`src/rtl/semaforo_button_cond.sv`:
```
//------------------------------------------------------------------------------
// semaforo_button_cond: synchronizes and debounces the pedestrian push-button,
// then emits a press strobe, a latched request (cleared by ack) and a counter.
// Revision: 1.0
//------------------------------------------------------------------------------
`default_nettype none

module semaforo_button_cond #(
   parameter int unsigned DEBOUNCE_CYCLES = 1000000
) (
   input  logic       clk,
   input  logic       rst,
   input  logic       button_n,
   input  logic       ack,
   output logic       press_pulse,
   output logic       request,
   output logic       pressed,
   output logic [7:0] press_count
);

   typedef enum logic [1:0] {
      RELEASED      = 2'd0,
      PRESS_CHECK   = 2'd1,
      HELD          = 2'd2,
      RELEASE_CHECK = 2'd3
   } state_t;

   localparam logic [23:0] LAST_CNT = 24'(DEBOUNCE_CYCLES - 1);

   state_t      state_q, state_d;
   logic        sync1_q, sync2_q;
   logic [23:0] cnt_q, cnt_d;
   logic        pulse_q, pulse_d;
   logic        request_q, request_d;
   logic [7:0]  count_q, count_d;
   logic        cnt_last;

   // Synchronizer idles high so reset looks like a released button.
   always_ff @(posedge clk or negedge rst) begin
      if (!rst) begin
         sync1_q <= 1'b1;
         sync2_q <= 1'b1;
      end else begin
         sync1_q <= button_n;
         sync2_q <= sync1_q;
      end
   end

   assign cnt_last = (cnt_q == LAST_CNT);

   always_comb begin
      state_d = state_q;
      case (state_q)
         RELEASED:      if (!sync2_q) state_d = PRESS_CHECK;
         PRESS_CHECK:   if (sync2_q) state_d = RELEASED;
                        else if (cnt_last) state_d = HELD;
         HELD:          if (sync2_q) state_d = RELEASE_CHECK;
         RELEASE_CHECK: if (!sync2_q) state_d = HELD;
                        else if (cnt_last) state_d = RELEASED;
         default:       state_d = RELEASED;
      endcase
   end

   always_comb begin
      cnt_d = '0;
      if (state_d == state_q &&
          (state_q == PRESS_CHECK || state_q == RELEASE_CHECK)) begin
         cnt_d = cnt_q + 24'd1;
      end
   end

   // Only a qualified press (not a release-bounce return) raises the strobe.
   assign pulse_d   = (state_q == PRESS_CHECK) && (state_d == HELD);
   assign request_d = pulse_q ? 1'b1 : (ack ? 1'b0 : request_q);
   assign count_d   = pulse_q ? count_q + 8'd1 : count_q;

   always_ff @(posedge clk or negedge rst) begin
      if (!rst) begin
         state_q   <= RELEASED;
         cnt_q     <= '0;
         pulse_q   <= 1'b0;
         request_q <= 1'b0;
         count_q   <= '0;
      end else begin
         state_q   <= state_d;
         cnt_q     <= cnt_d;
         pulse_q   <= pulse_d;
         request_q <= request_d;
         count_q   <= count_d;
      end
   end

   assign press_pulse = pulse_q;
   assign request     = request_q;
   assign pressed     = (state_q == HELD) || (state_q == RELEASE_CHECK);
   assign press_count = count_q;

endmodule

`default_nettype wire

```
`config.mk`:
```
export PLATFORM = sky130hd
export DESIGN_NAME = semaforo_button_cond
export DESIGN_NICKNAME = d
export VERILOG_FILES = /design/src/rtl/semaforo_button_cond.sv
export SDC_FILE = /design/constraint.sdc
export NUM_CORES = 1
export LEC_CHECK = 0
export CORE_MARGIN = 2
export CORE_UTILIZATION = 40
export DETAILED_ROUTE_END_ITERATION = 10
export GPL_ROUTABILITY_DRIVEN = 1
export HOLD_SLACK_MARGIN = 0.05
export PLACE_DENSITY = 0.56
export RECOVER_POWER = 100
export SLEW_MARGIN = 10
export SYNTH_ARGS = -nofsm -noshare
export SYNTH_HDL_FRONTEND = slang
export SYNTH_SLANG_ARGS = --single-unit
```
`constraint.sdc`:
```
create_clock -name clk -period 2.2 [get_ports clk]
set_input_delay 0.44 -clock clk [delete_from_list [all_inputs] [get_ports clk]]
set_output_delay 0.44 -clock clk [all_outputs]
set_load 0.05 [all_outputs]
```
After elaboration in Yosys (flattened, before gate mapping) --
Index checks and enable logic that the tools add are counted.
Operators by class: div/mod/pow operators 0, muxes and demuxes 10, add/subtract/negate cells 2, order comparisons 0, reduce and logical (&&, ||, !) cells 6, eq/ne operators 6, bitwise gates (word level) 0, shift-type cells 0, multiply operators 0
Operators by type and width (count):
- $add 24x1->24 const B | 1
- $eq 24x20->1 const B | 1
- $mux 24 | 1
- $mux 2 | 6
- $add 8x1->8 const B | 1
- $pmux 2 s4 | 1
- $eq 2x2->1 const B | 3
- $eq 2x1->1 const B | 1
- $eq 2x2->1 | 1
- $logic_and 1x1->1 | 2
- $logic_not 2->1 | 1
- $logic_or 1x1->1 | 2
- $mux 1 | 2
- $reduce_bool 2->1 | 1
Storage, ports and cells: memory bits (read-only) 0, logic and storage cells 31, input bits 4, flip-flop bits (word level) 38, output and inout bits 11, memories kept 0, bits in latches 0, bits in writable memories 0

Logic depth before layout (Yosys ltp) --
word-level depth 7, gate-level depth with buffers 6, mapped depth without buffers 5

Worst setup path before layout --
OpenSTA, ideal clock, no wires.
kind register -> register, start point register cnt_q[0], end point register cnt_q[22], data arrival time 1.777 ns, required time 2.122 ns, library setup time 0.078 ns, clock period less this slack 1.855 ns, stages on the path, launching flop included 6, setup slack 0.345 ns, path buffers 0, cell sequence dfrtp_1 ha_1 nand4_1 or3_4 or4_1 a21oi_1
Between the ends: longest elaborated chain between the ends 7, elaborated cells on any way between the ends 10, classes of those cells add/sub: 1; eq/ne: 2; mux: 6; reduce/logical: 1
RTL lines:
- start: declaration | RTL line 32 | logic [23:0] cnt_q, cnt_d;
- start signal: assignment | RTL line 86 | cnt_q <= cnt_d;
- $eq 24x20->1 | RTL line 49 | assign cnt_last = (cnt_q == LAST_CNT);
- $mux 2, on equally long branches | RTL line 59, 56
- $mux 2, on equally long branches | RTL line 58, 55
- $pmux 2 s4 | RTL line 53 | case (state_q)
- $eq 2x2->1 | RTL line 66 | if (state_d == state_q &&
- $logic_and 1x1->1 | RTL line 66
- $mux 24 (*) | RTL line 66
- named net cnt_d[22] | RTL line 32
Mark *: on every way through the listed nets, which the timed path passes. The rest lies on a longest branch. A chain may end at the register's enable or synchronous reset.

Worst setup path after layout --
start point register pulse_q, in the netlist press_pulse, end point output press_pulse
RTL lines:
- start: declaration | RTL line 33 | logic pulse_q, pulse_d;
- start signal: assignment | RTL line 87 | pulse_q <= pulse_d;
- end: declaration | RTL line 15 | output logic press_pulse,
No word-level cell between the ends.

==> results by group <==
Status
  – Outcome: completed

Layout
  – Non-Filler Instances: 239
  – Fin nets: 192
  – Most common cell after layout, fill and taps aside: dfrtp_1
  – Layout cells sized above 1: 0.107
  – Post-route cell area: around 2100 sq um
  – Util after Layout: 0.476
  – P&R area growth vs syn: 15.3%
  – Most frequent cells in the layout: dfrtp_1, nor2_1, xnor2_1, dlygate4sd3_1
  – ANT cells: 0

Place
  – Setup slack at placement: ~0.24 ns
  – Dpl cells: 231
  – Port Buf Inserts: 14
  – Dpl hpwl: 2370 microns
  – Routability cong.: 0.785
  – Placed Area: 1970 sq um

Clocking
  – Cts bufs inserted: 5
  – Clock sink count: 38
  – CTS max path bufs: 2
  – Worst-skew pair later-pin latency: 0.29 ns
  – PostCTS Resize Cnt: 0
  – H-tree Lvls: 2
  – Clock-pin slew on the worst setup and hold paths: around 0.07 ns
  – CTS root buffer: clkbuf_8
  – Hold buffers post-CTS: 0
  – Setup bufs post-CTS: 0
  – CTS tree: done

Detailed routing
  – Router iterations before antenna repair: 4
  – DR iter-0 viols: 58
  – DRT antenna net count: 0
  – Drt drc: 0
  – Wirelength per Cell: 14.2 microns
  – WL final: 3390 microns
  – Via density per instance: 5.45
  – Vias: 1302

Run
  – Max-cap violations: 0

Setup path
  – R2r endpoint: cnt_q[22]
  – Worst-case reg-to-reg path depth: 5
  – R2R Setup Slk: approximately 0.23 ns
  – Worst Setup End Kind: output port
  – CP max-delay cell: clkdlybuf4s50_1
  – Crit path largest cell delay: ~0.86 ns
  – Crit path max-delay family: buffers and inverters
  – Crit path cell chain: clkdlybuf4s50_1
  – CP Depth: 1
  – Buf+Inv Stages, Crit Path: 1
  – Crit Path Class: flip-flop to output port
  – Critical path origin: press_pulse
  – Worst reg2reg path startpoint: cnt_q[0]
  – Crit Path Max Fanout: 8
  – Critical Path End: press_pulse
  – WP data required: 1.76 ns
  – CP arrival: 1.64 ns
  – Crit path launch type: flip-flop

Synthesis
  – Top cell type's share of synthesized area: 0.504
  – Yosys Warn Count: 0
  – Yosys reg bits: 38
  – Avg Cell Area, Syn: around 11 sq um
  – Syn Std Cell Area: 1790 sq um
  – Syn Nets: 175
  – Netlist cell types: 32
  – Top post-synthesis cells by area: dfrtp_1, xnor2_1, xor2_1, nand4_1, nor2_1
  – Synth Instances: 169
  – Yosys top cell by area: dfrtp_1
  – Part of the Yosys area used for sequential elements: 0.534
  – Main synth FF type: dfrtp_1
  – EDFF count, synth: 0
  – Asr flop ratio synth: 1.00

STA
  – Setup TNS: 0 ns
  – Setup ws final: 0.121 ns
  – Hold WS: 0.292 ns
  – Final Hold Fails: 0
  – Setup Skew: 0.00803 ns
  – RSZ-0062 raised after global routing: no
  – Rel. slew slack: 0.360
  – Pins Over Slew Limit: 0
  – Fin crit share: 0.945
  – Worst-Margin Slew: between 0.9 and 1 ns
  – Final setup fails: 0
  – FMAX: around 480 MHz
  – Final Critical Period: 2.08 ns

Global routing
  – Global-route wire length before repair: 5910 microns
  – Pin count of the biggest net entering global routing: 39
  – GRT Total Usage: 0.151
  – Initial antenna violation count: 0
  – Remaining global-route overflow: 0
  – Vias in the first global route: 1269

Floorplan
  – Rows: 24
  – Ports: 15
  – Die area: about 5000 sq um
  – Die Wd: 70.8 microns
  – Initial core utilization: 0.413
  – Chip height: 70.8 microns
  – CORE AREA: ~4300 sq um

Pwr
  – Power density cells: 593 nW/um^2
  – P_leak: 0.855 nW
  – Peak VDD IR: 0.360 mV
  – Total power: roughly 1.2 mW

Worst hold path
  – HP Class: input port to asynchronous set/reset pin
==> layer usage <==
layer  global-route usage  share of wire  wire [microns]  up-vias
li1                     -              -               -      642
met4               0.0503         0.0092              31        0
met1                0.198           0.47            1600      639
met5                    0              0               0        -
met3               0.0484          0.036             121        4
met2                0.238           0.48            1640       17
==> sequential cells by signal, summed over array words and instances, names as in the netlist <==
register and count:
state_q 2, sync2_q 1, request 1, sync1_q 1, press_pulse 1, cnt_q 24, press_count 8
==> synthesized netlist by cell type, types with 3 or more instances <==
| cell type | number |
|---|---|
| nor4_1 | 4 |
| nand3_1 | 7 |
| o31ai_1 | 5 |
| or4_1 | 5 |
| nor2_1 | 16 |
| xnor2_1 | 12 |
| nand2_1 | 9 |
| nand4_1 | 10 |
| clkbuf_1 | 4 |
| a21oi_1 | 10 |
| o21ai_0 | 5 |
| or3_1 | 6 |
| dfrtp_1 | 36 |
| xor2_1 | 8 |
| inv_1 | 6 |
| and4_1 | 3 |
==> cell families after synthesis <==
kind of cell	share of synthesized area
AND/OR/NAND/NOR	0.241
adder cells (fa/ha/maj)	0.0140
flip-flops	0.534
AO/OA/AOI/OAI	0.0742
buffers and inverters	0.0273
XOR/XNOR	0.0980
multiplexers	0.0119
==> how the worst min path moves through the flow <==
stage                       start        end  slack (ns)  cells after the start
final                         rst  cnt_q[23]        0.29                      1
after global routing          rst  cnt_q[23]        0.37                      1
after CTS                     rst  cnt_q[23]        0.29                      1
after detailed placement  sync1_q    sync2_q        0.35                      0
after global placement    sync1_q    sync2_q        0.35                      0
after floorplan               rst   cnt_q[0]        0.14                      0
==> power breakdown <==
group | switching [mW] | internal [mW] | leakage [nW]
combinational | 0.0241 | 0.00752 | 0.286
clock | 0.230 | 0.253 | 0.0482
sequential | 0.00334 | 0.704 | 0.521
total | 0.257 | 0.964 | 0.855
==> area by class of cell <==
| type | instances | area [sq um] |
|---|---|---|
| Clock inverter | 1 | 5.00 |
| Sequential cell | 38 | 953 |
| Fill cell | 413 | 2260 |
| Multi-Input combinational cell | 120 | 785 |
| Clock buffer | 7 | 86.3 |
| Tap cell | 52 | 65.1 |
| Timing Repair Buffer | 15 | 143 |
| Inverter | 6 | 22.5 |
(Power assumes the default switching activity.)
